--- config.mk ---
export PLATFORM = sky130hd
export DESIGN_NAME = bank_spill_fill
export DESIGN_NICKNAME = d
export VERILOG_FILES = /design/src/rtl/bank_spill_fill_pkg.sv /design/src/rtl/bank_spill_fill.sv
export SDC_FILE = /design/constraint.sdc
export NUM_CORES = 1
export LEC_CHECK = 0
export ABC_AREA = 0
export CORE_MARGIN = 5
export CORE_UTILIZATION = 39
export DETAILED_ROUTE_END_ITERATION = 10
export GPL_ROUTABILITY_DRIVEN = 0
export PLACE_DENSITY_LB_ADDON = 0.3
export SLEW_MARGIN = 20
export SYNTH_ARGS = -nofsm -noshare
export SYNTH_HDL_FRONTEND = slang
export SYNTH_SLANG_ARGS = --single-unit
--- constraint.sdc ---
create_clock -name clock_i -period 2.63 [get_ports clock_i]
set_clock_uncertainty 0.1 [all_clocks]
set_input_delay 0.789 -clock clock_i [delete_from_list [all_inputs] [get_ports clock_i]]
set_output_delay 0.789 -clock clock_i [all_outputs]
set_load 0.05 [all_outputs]
--- src/rtl/bank_spill_fill_pkg.sv ---
// Shared constants and FSM encoding for the register-bank spill/fill engine.
package bank_spill_fill_pkg;

  localparam int NUM_REGISTERS_PER_BANK_DEF = 32;
  localparam int NUM_REG_BANKS_DEF          = 4;

  localparam int DATA_W     = 16;
  localparam int ADDR_W     = 16;
  localparam int BANK_W     = 6;
  localparam int REG_ADDR_W = 5;

  typedef enum logic [2:0] {
    IDLE     = 3'd0,
    SP_READ  = 3'd1,
    SP_WAIT  = 3'd2,
    SP_MEM   = 3'd3,
    FL_MEM   = 3'd4,
    FL_WRITE = 3'd5,
    DONE     = 3'd6
  } state_e;

endpackage

--- src/rtl/bank_spill_fill.sv ---
// Copies one register bank to memory (spill) or from memory (fill), one word
// at a time, over a 1-cycle-latency register file and a req/ack memory port.
module bank_spill_fill
  import bank_spill_fill_pkg::*;
#(
  parameter int NUM_REGISTERS_PER_BANK = NUM_REGISTERS_PER_BANK_DEF,
  parameter int NUM_REG_BANKS          = NUM_REG_BANKS_DEF
) (
  input  logic                  clock_i,
  input  logic                  reset_i,
  input  logic                  start_i,
  input  logic                  dir_i,
  input  logic [BANK_W-1:0]     bank_i,
  input  logic [ADDR_W-1:0]     memBase_i,
  output logic                  busy_o,
  output logic                  done_o,
  output logic                  error_o,
  output logic [BANK_W-1:0]     rfBankSelect_o,
  output logic                  rfReadEnable_o,
  output logic [REG_ADDR_W-1:0] rfReadAddr_o,
  input  logic [DATA_W-1:0]     rfReadData_i,
  output logic                  rfWriteEnable_o,
  output logic [REG_ADDR_W-1:0] rfWriteAddr_o,
  output logic [DATA_W-1:0]     rfWriteData_o,
  output logic                  memReq_o,
  output logic                  memWe_o,
  output logic [ADDR_W-1:0]     memAddr_o,
  output logic [DATA_W-1:0]     memWData_o,
  input  logic                  memAck_i,
  input  logic [DATA_W-1:0]     memRData_i
);

  state_e                  state_q, state_d;
  logic [REG_ADDR_W-1:0]   index_q, index_d;
  logic [DATA_W-1:0]       buf_q, buf_d;
  logic [ADDR_W-1:0]       base_q, base_d;
  logic [BANK_W-1:0]       bank_q, bank_d;
  logic                    dir_q, dir_d;
  logic                    error_q, error_d;

  logic                    bank_ok;
  logic                    last;
  logic [ADDR_W-1:0]       mem_addr;

  assign bank_ok  = ({{(32-BANK_W){1'b0}}, bank_i} < 32'(NUM_REG_BANKS));
  assign last     = (index_q == REG_ADDR_W'(NUM_REGISTERS_PER_BANK - 1));
  // Plain 16-bit add: wraps past 0xFFFF back to 0x0000.
  assign mem_addr = base_q + {{(ADDR_W-REG_ADDR_W){1'b0}}, index_q};

  always_ff @(posedge clock_i or negedge reset_i) begin
    if (!reset_i) begin
      state_q <= IDLE;
      index_q <= '0;
      buf_q   <= '0;
      base_q  <= '0;
      bank_q  <= '0;
      dir_q   <= 1'b0;
      error_q <= 1'b0;
    end else begin
      state_q <= state_d;
      index_q <= index_d;
      buf_q   <= buf_d;
      base_q  <= base_d;
      bank_q  <= bank_d;
      dir_q   <= dir_d;
      error_q <= error_d;
    end
  end

  always_comb begin
    state_d = state_q;
    case (state_q)
      IDLE:     if (start_i && bank_ok) state_d = dir_i ? FL_MEM : SP_READ;
      SP_READ:  state_d = SP_WAIT;
      SP_WAIT:  state_d = SP_MEM;
      SP_MEM:   if (memAck_i) state_d = last ? DONE : SP_READ;
      FL_MEM:   if (memAck_i) state_d = FL_WRITE;
      FL_WRITE: state_d = last ? DONE : FL_MEM;
      DONE:     state_d = IDLE;
      default:  state_d = IDLE;
    endcase
  end

  // Request latching, word index and data buffer.
  always_comb begin
    index_d = index_q;
    buf_d   = buf_q;
    base_d  = base_q;
    bank_d  = bank_q;
    dir_d   = dir_q;
    error_d = 1'b0;
    case (state_q)
      IDLE: begin
        if (start_i) begin
          if (bank_ok) begin
            dir_d   = dir_i;
            bank_d  = bank_i;
            base_d  = memBase_i;
            index_d = '0;
          end else begin
            error_d = 1'b1;
          end
        end
      end
      SP_WAIT:  buf_d = rfReadData_i;
      SP_MEM:   if (memAck_i && !last) index_d = index_q + 1'b1;
      FL_MEM:   if (memAck_i) buf_d = memRData_i;
      FL_WRITE: if (!last) index_d = index_q + 1'b1;
      default:  ;
    endcase
  end

  always_comb begin
    busy_o          = 1'b0;
    done_o          = 1'b0;
    rfBankSelect_o  = '0;
    rfReadEnable_o  = 1'b0;
    rfReadAddr_o    = '0;
    rfWriteEnable_o = 1'b0;
    rfWriteAddr_o   = '0;
    rfWriteData_o   = '0;
    memReq_o        = 1'b0;
    memWe_o         = 1'b0;
    memAddr_o       = '0;
    memWData_o      = '0;
    if (state_q != IDLE) begin
      busy_o         = 1'b1;
      rfBankSelect_o = bank_q;
    end
    case (state_q)
      SP_READ: begin
        rfReadEnable_o = 1'b1;
        rfReadAddr_o   = index_q;
      end
      SP_MEM: begin
        memReq_o   = 1'b1;
        memWe_o    = ~dir_q;
        memAddr_o  = mem_addr;
        memWData_o = buf_q;
      end
      FL_MEM: begin
        memReq_o  = 1'b1;
        memAddr_o = mem_addr;
      end
      FL_WRITE: begin
        rfWriteEnable_o = 1'b1;
        rfWriteAddr_o   = index_q;
        rfWriteData_o   = buf_q;
      end
      DONE:    done_o = 1'b1;
      default: ;
    endcase
  end

  assign error_o = error_q;

endmodule
== After elaboration in Yosys (flattened, before gate mapping) ==
Index checks and enable logic that the tools add are counted.

* Bits in registers: 48
* Latch bits: 0
* Memory bits (writable): 0
* Bits in read-only memories: 0
* Bits of input ports: 59
* Output and inout bits: 71
* Logic and storage cells: 66
* Memories: 0

* Add/subtract/negate cells: 2
* Multiply operators: 0
* Div/mod/pow operators: 0
* Order comparisons: 1
* Equality and inequality tests: 14
* Shifts and indexed selects: 0
* Mux-type cells: 29
* Bitwise operators: 1
* Reductions and logical operators: 12

{| class="wikitable"
|+ Operators by type and width
! kind !! number
|-
| $mux 16 || 4
|-
| $pmux 16 s2 || 1
|-
| $mux 5 || 6
|-
| $pmux 3 s6 || 1
|-
| $add 16x5->16 || 1
|-
| $mux 3 || 5
|-
| $pmux 5 s3 || 1
|-
| $ne 2x2->1 const B || 7
|-
| $eq 3x3->1 const B || 3
|-
| $mux 1 || 9
|-
| $eq 3x2->1 const B || 2
|-
| $lt 6x3->1 const B || 1
|-
| $mux 6 || 1
|-
| $reduce_and 3->1 || 2
|-
| $reduce_bool 3->1 || 2
|-
| $add 5x1->5 const B || 1
|-
| $eq 5x5->1 const B || 1
|-
| $reduce_and 5->1 || 1
|-
| $eq 3x1->1 const B || 1
|-
| $logic_not 3->1 || 1
|-
| $logic_and 1x1->1 || 2
|-
| $mux 2 || 1
|-
| $reduce_and 2->1 || 1
|-
| $reduce_bool 2->1 || 1
|-
| 3 further kinds || 3
|}

== Logic depth before layout (Yosys ltp) ==
* Depth after elaboration: 5
* Mapped depth: 8
* Depth with buffers taken out: 8

== Least setup slack after synthesis ==
No wires, ideal clock.

* Path type: register to output
* From: register state_q[0]
* To: output rfReadAddr_o[0]
* Arrival: 2502 ps
* Required time: 1741 ps
* Slack: -761 ps
* Stages on the path, launching flop included: 4
* Buffers on the path: 1
* Path through: dfrtp_1 > buf_4 > nor3b_1 > and2_1

* Longest elaborated chain between the ends: 2

{| class="wikitable"
|+ Ends and longest elaborated chain
! element !! line !! RTL
|-
| start, declared || bank_spill_fill.sv:33 || <nowiki>state_e state_q, state_d;</nowiki>
|-
| start signal, assigned || bank_spill_fill.sv:60 || <nowiki>state_q <= state_d;</nowiki>
|-
| $eq 3x1->1 || bank_spill_fill.sv:130 || <nowiki>case (state_q)</nowiki>
|-
| $mux 5 || bank_spill_fill.sv:130 ||
|-
| end, declared || bank_spill_fill.sv:20 || <nowiki>output logic [REG_ADDR_W-1:0] rfReadAddr_o,</nowiki>
|}

No other way between the ends.

== Worst setup path in the final report ==
* From: register index_q[0]
* To: output memAddr_o[10]

* Longest elaborated chain between the ends: 2

{| class="wikitable"
|+ Ends and longest elaborated chain
! element !! line !! RTL
|-
| start, declared || bank_spill_fill.sv:34 || <nowiki>logic [REG_ADDR_W-1:0] index_q, index_d;</nowiki>
|-
| start signal, assigned || bank_spill_fill.sv:61 || <nowiki>index_q <= index_d;</nowiki>
|-
| $add 16x5->16 || bank_spill_fill.sv:48 || <nowiki>assign mem_addr = base_q + {{(ADDR_W-REG_ADDR_W){1'b0}}, index_q};</nowiki>
|-
| $mux 16 || bank_spill_fill.sv:130 ||
|-
| end, declared || bank_spill_fill.sv:27 || <nowiki>output logic [ADDR_W-1:0] memAddr_o,</nowiki>
|}

No other way between the ends.

==> results <==
- The flow ran to the end, but the final reports show violations.
- On the critical path, the stage with the largest delay is an instance of sky130_fd_sc_hd__dfrtp_1.
- After floorplanning, the core was divided into 32 placement rows.
- Setup repair after global routing could not meet its margin everywhere.
- Counting the buffers created by CTS gives 5.
- After synthesis, the share of flip-flops with an asynchronous set or reset is 100%.
- The total die area is 9850 sq um.
- The cell count after synthesis is 307.
- The endpoint identified for the worst register-to-register timing path is index_q[2].
- The largest driver fanout on the critical path is 6.
- The number of flops mapped to enable cells by yosys is 0.
- The pre-CTS setup slack is -0.228 ns.
- From left edge to right edge, the die measures 99.2 um.
- The antenna cell count is 0.
- The die is 99.2 um tall.
- The number of antenna violations at the first check in global routing is 0.
- The core footprint is 7730 sq um.
- The root buffer cell chosen for the clock tree is sky130_fd_sc_hd__clkbuf_8.
- The longest clock path from root to sink contains 2 buffers.
- Entering global routing, the biggest net connects 33 pins.
- The final hold violation count is 0.
- The final antenna-violating net count is 0.
- After layout, the design draws a total of 4.40 mW.
- The fraction of layout instances using a drive strength above 1 is 44.6%.
- The source of the critical timing path is index_q[0].
- The worst reg2reg path depth is 9.
- Yosys printed 0 warnings.
- When the netlist entered floorplanning its net count stood at 374.
- The routed wirelength normalized by instance count is 17.8 um.
- The required arrival time at the worst endpoint is 1.74 ns.
- Across all register-to-register paths, the minimum setup slack is 0.23 ns.
- The first detailed-routing pass ran for 4 iterations.
- The worst-margin pin slew is 0.512 ns.
- The average instance area after synthesis is 10.1 sq um.
- The relative area change from synthesis to final layout is 86.9%.
- The number of distinct library cells after synthesis is 51.
- The count of final setup violators is 14.
- In this run the worst hold path is classified as in2async.
- In the routed design, unresolved DRC markers number 0.
- The TritonCTS clock tree is done.
- The relative slew slack is 65.7%.
- The number of nets in the final layout is 530.
- The biggest cell delay along the critical path is 0.40 ns.
- The starting density of the core is 40.2%.
- sky130_fd_sc_hd__dfrtp_1 takes more of the synthesized area than any other cell.
- Dividing the detail-routed via count by the number of cells gives 5.15.
- Sorting the synthesized cells by area gives the leading types as sky130_fd_sc_hd__dfrtp_1 (39%), sky130_fd_sc_hd__and2_1 (9.3%), sky130_fd_sc_hd__mux2_4 (7.7%).
- The worst path uses 125% of the clock period.
- For the final routed database, the setup TNS stands at -6.54 ns.
- STA puts the critical path data arrival time at 2.39 ns.
- Based on the critical path, the design can be clocked at up to 305 MHz.
- Clock tree synthesis found a total of 48 sinks.
- The final layout contains routed wiring with a total length of 10100 um.
- Power spread over the standard cell area amounts to 758 nW/um^2.
- After synthesis the netlist holds a flip-flop and latch count of 48.
- The global-route usage over all layers is 20.2%.
- Among all cell types in the netlist, the one instantiated most often is sky130_fd_sc_hd__dfrtp_1.
- The final-report max-slew violation count is 0.
- The number of placed instances with taps included is 548.
- The total vias in the final route is 2914.
- The final reports fail on negative setup slack.
- The kind of capture point of the worst setup path is an output pin.
- The clock latency of the later-clocked register in the worst-skew pair is 0.31 ns.
- The total congestion overflow after global routing is 0.
- The commonest cells after synthesis are sky130_fd_sc_hd__dfrtp_1 (48), sky130_fd_sc_hd__and2_1 (46), sky130_fd_sc_hd__nor2_1 (37), sky130_fd_sc_hd__a21oi_1 (19), sky130_fd_sc_hd__mux2i_1 (17).
- The max-capacitance violation count is 0.
- The sequential-to-total area share from yosys stat is 38.7%.
- The launching point of the worst reg2reg path is index_q[0].
- The signal on the critical path passes through ha_2 -> inv_2 -> fa_2 -> nor2b_4 -> o31a_1 -> o2111ai_1 -> xor2_1 -> nor2_4 -> buf_12.
- The most instantiated flip-flop cell in the synthesis netlist is sky130_fd_sc_hd__dfrtp_1.
- For this design the top-level I/O count stands at 130.
- The maximum resistive drop on vdd is 0.000819 V.
- The number of global-route vias before repair came to 3167.
- After layout, the worst setup slack is -0.648 ns.
- The global-route wire length before repair is 15800 um.
- The post-synthesis instance area is 3110 sq um.
- Summed over all cells, the static leakage comes to 2.55 nW.
- The H-tree was split into 2 levels.
- The smallest clock period supported by the final layout is computed as 3.28 ns.
- The worst setup path is launched from a flip-flop.
- The post-DP HPWL is 7600 um.
- The clock-pin slew reported for the worst setup and hold paths after clock tree synthesis is 0.09 ns.
- After the first detailed-routing iteration, the DRC count stood at 85.
- The final cell count without fillers is 566.
- The number of input and output port buffers inserted is 129.
- The type of the worst setup path is reg2out.
- The top-area cell type share of the netlist area is 38.7%.
sequential cells by signal, summed over array words and instances, names as in the netlist:
register	count
error_o	1
index_q	5
base_q	16
buf_q	16
dir_q	1
state_q	3
bank_q	6
cell type report:
| cell class | count | area (sq um) |
|---|---|---|
| fill | 502 | 1920 |
| clock buffer | 6 | 82.6 |
| clock inverter | 2 | 38.8 |
| timing repair buffer | 166 | 2230 |
| multi-input combinational | 236 | 2090 |
| tap | 102 | 128 |
| inverter | 6 | 22.5 |
| sequential | 48 | 1200 |
critical path, delay by kind of cell (launching register included):
family | cells | cell delay [ns]
DFF | 1 | 0.40
AOI/OAI and AO/OA | 2 | 0.66
buffers and inverters | 2 | 0.20
and+or+nand+nor | 2 | 0.11
xor gates and xnor gates | 1 | 0.28
adders and majority gates | 2 | 0.42
cells in the final DEF, fill, tap and decap left out, types with 2 or more instances in the layout:
cell type,netlist,final
sky130_fd_sc_hd__inv_1,6,5
sky130_fd_sc_hd__o21ai_0,10,5
sky130_fd_sc_hd__a211oi_4,0,2
sky130_fd_sc_hd__nor2_4,0,12
sky130_fd_sc_hd__mux2_2,3,3
sky130_fd_sc_hd__nand3_2,0,2
sky130_fd_sc_hd__and3_1,4,4
sky130_fd_sc_hd__dfrtp_2,0,2
sky130_fd_sc_hd__dfrtp_1,48,46
sky130_fd_sc_hd__clkbuf_8,0,6
sky130_fd_sc_hd__o211ai_1,2,2
sky130_fd_sc_hd__nor3b_4,0,2
sky130_fd_sc_hd__nor2_1,37,25
sky130_fd_sc_hd__and2_4,0,20
sky130_fd_sc_hd__a21oi_1,19,18
sky130_fd_sc_hd__o21a_1,2,2
sky130_fd_sc_hd__mux2i_1,17,17
sky130_fd_sc_hd__nand2_1,4,4
sky130_fd_sc_hd__nor2b_2,0,2
sky130_fd_sc_hd__ha_4,0,2
sky130_fd_sc_hd__nand2b_1,3,3
sky130_fd_sc_hd__clkdlybuf4s50_1,0,58
sky130_fd_sc_hd__o2111ai_1,2,2
sky130_fd_sc_hd__mux2_4,16,16
sky130_fd_sc_hd__buf_4,5,36
sky130_fd_sc_hd__and2_1,46,26
sky130_fd_sc_hd__o21ai_4,0,3
sky130_fd_sc_hd__and2b_1,7,7
sky130_fd_sc_hd__ha_1,7,4
sky130_fd_sc_hd__buf_6,4,5
sky130_fd_sc_hd__nand4_1,3,3
sky130_fd_sc_hd__xor2_2,0,5
sky130_fd_sc_hd__o21ai_1,2,3
sky130_fd_sc_hd__nand3_1,5,3
sky130_fd_sc_hd__xor2_1,11,6
sky130_fd_sc_hd__buf_12,0,64
sky130_fd_sc_hd__o21ai_2,1,2
sky130_fd_sc_hd__nor2b_1,7,4
sky130_fd_sc_hd__nor3_2,0,2
what timing repair did:
action,CTS,global route
hold buffers,0,0
setup endpoints to repair,31,62
pin swaps,14,6
gates resized for setup,17,35
buffers inserted,3,7
cloned,0,1
layer usage:
metal | share of wire [%] | up-vias | track usage, % | wire, um
met1 | 37 | 1393 | 22.6 | 3770
li1 | - | 1359 | - | -
met3 | 11 | 14 | 9.26 | 1150
met4 | 1.4 | 0 | 6.51 | 140
met5 | 0 | - | 0 | 0
met2 | 50 | 148 | 34.2 | 5000
where the power goes:
part	switching (mW)	internal (mW)	leakage [nW]
logic	1.46	1.35	1.88
clock network	0.271	0.311	0.0614
registers	0.123	0.885	0.610
per-stage QoR:
stage | hold slack, ns | cell area (sq um) | util [%]
6_report | 0.245 | 5800 | 75.1
5_1_grt | 0.255 | 5800 | 75.1
4_1_cts | 0.247 | 5640 | 72.9
3_5_place_dp | 0.367 | 5400 | 69.9
3_3_place_gp | 0.363 | 5400 | 69.9
2_1_floorplan | 0.347 | 3270 | -
logic make-up after synthesis:
family,synth area share [%]
simple gates,25.0
compound gates,10.9
flops,38.7
mux,14.3
buf+inv,4.51
xor+xnor,3.10
fa+ha+maj,3.46
worst max path at each step:
stage	depth (start not counted)	to
finish	9	memAddr_o[10]
global route	9	memAddr_o[6]
CTS	9	memAddr_o[6]
detailed placement	9	memAddr_o[6]
global placement	9	memAddr_o[10]
floorplan	8	memAddr_o[10]
No activity file was read; power rests on OpenSTA's default activity.
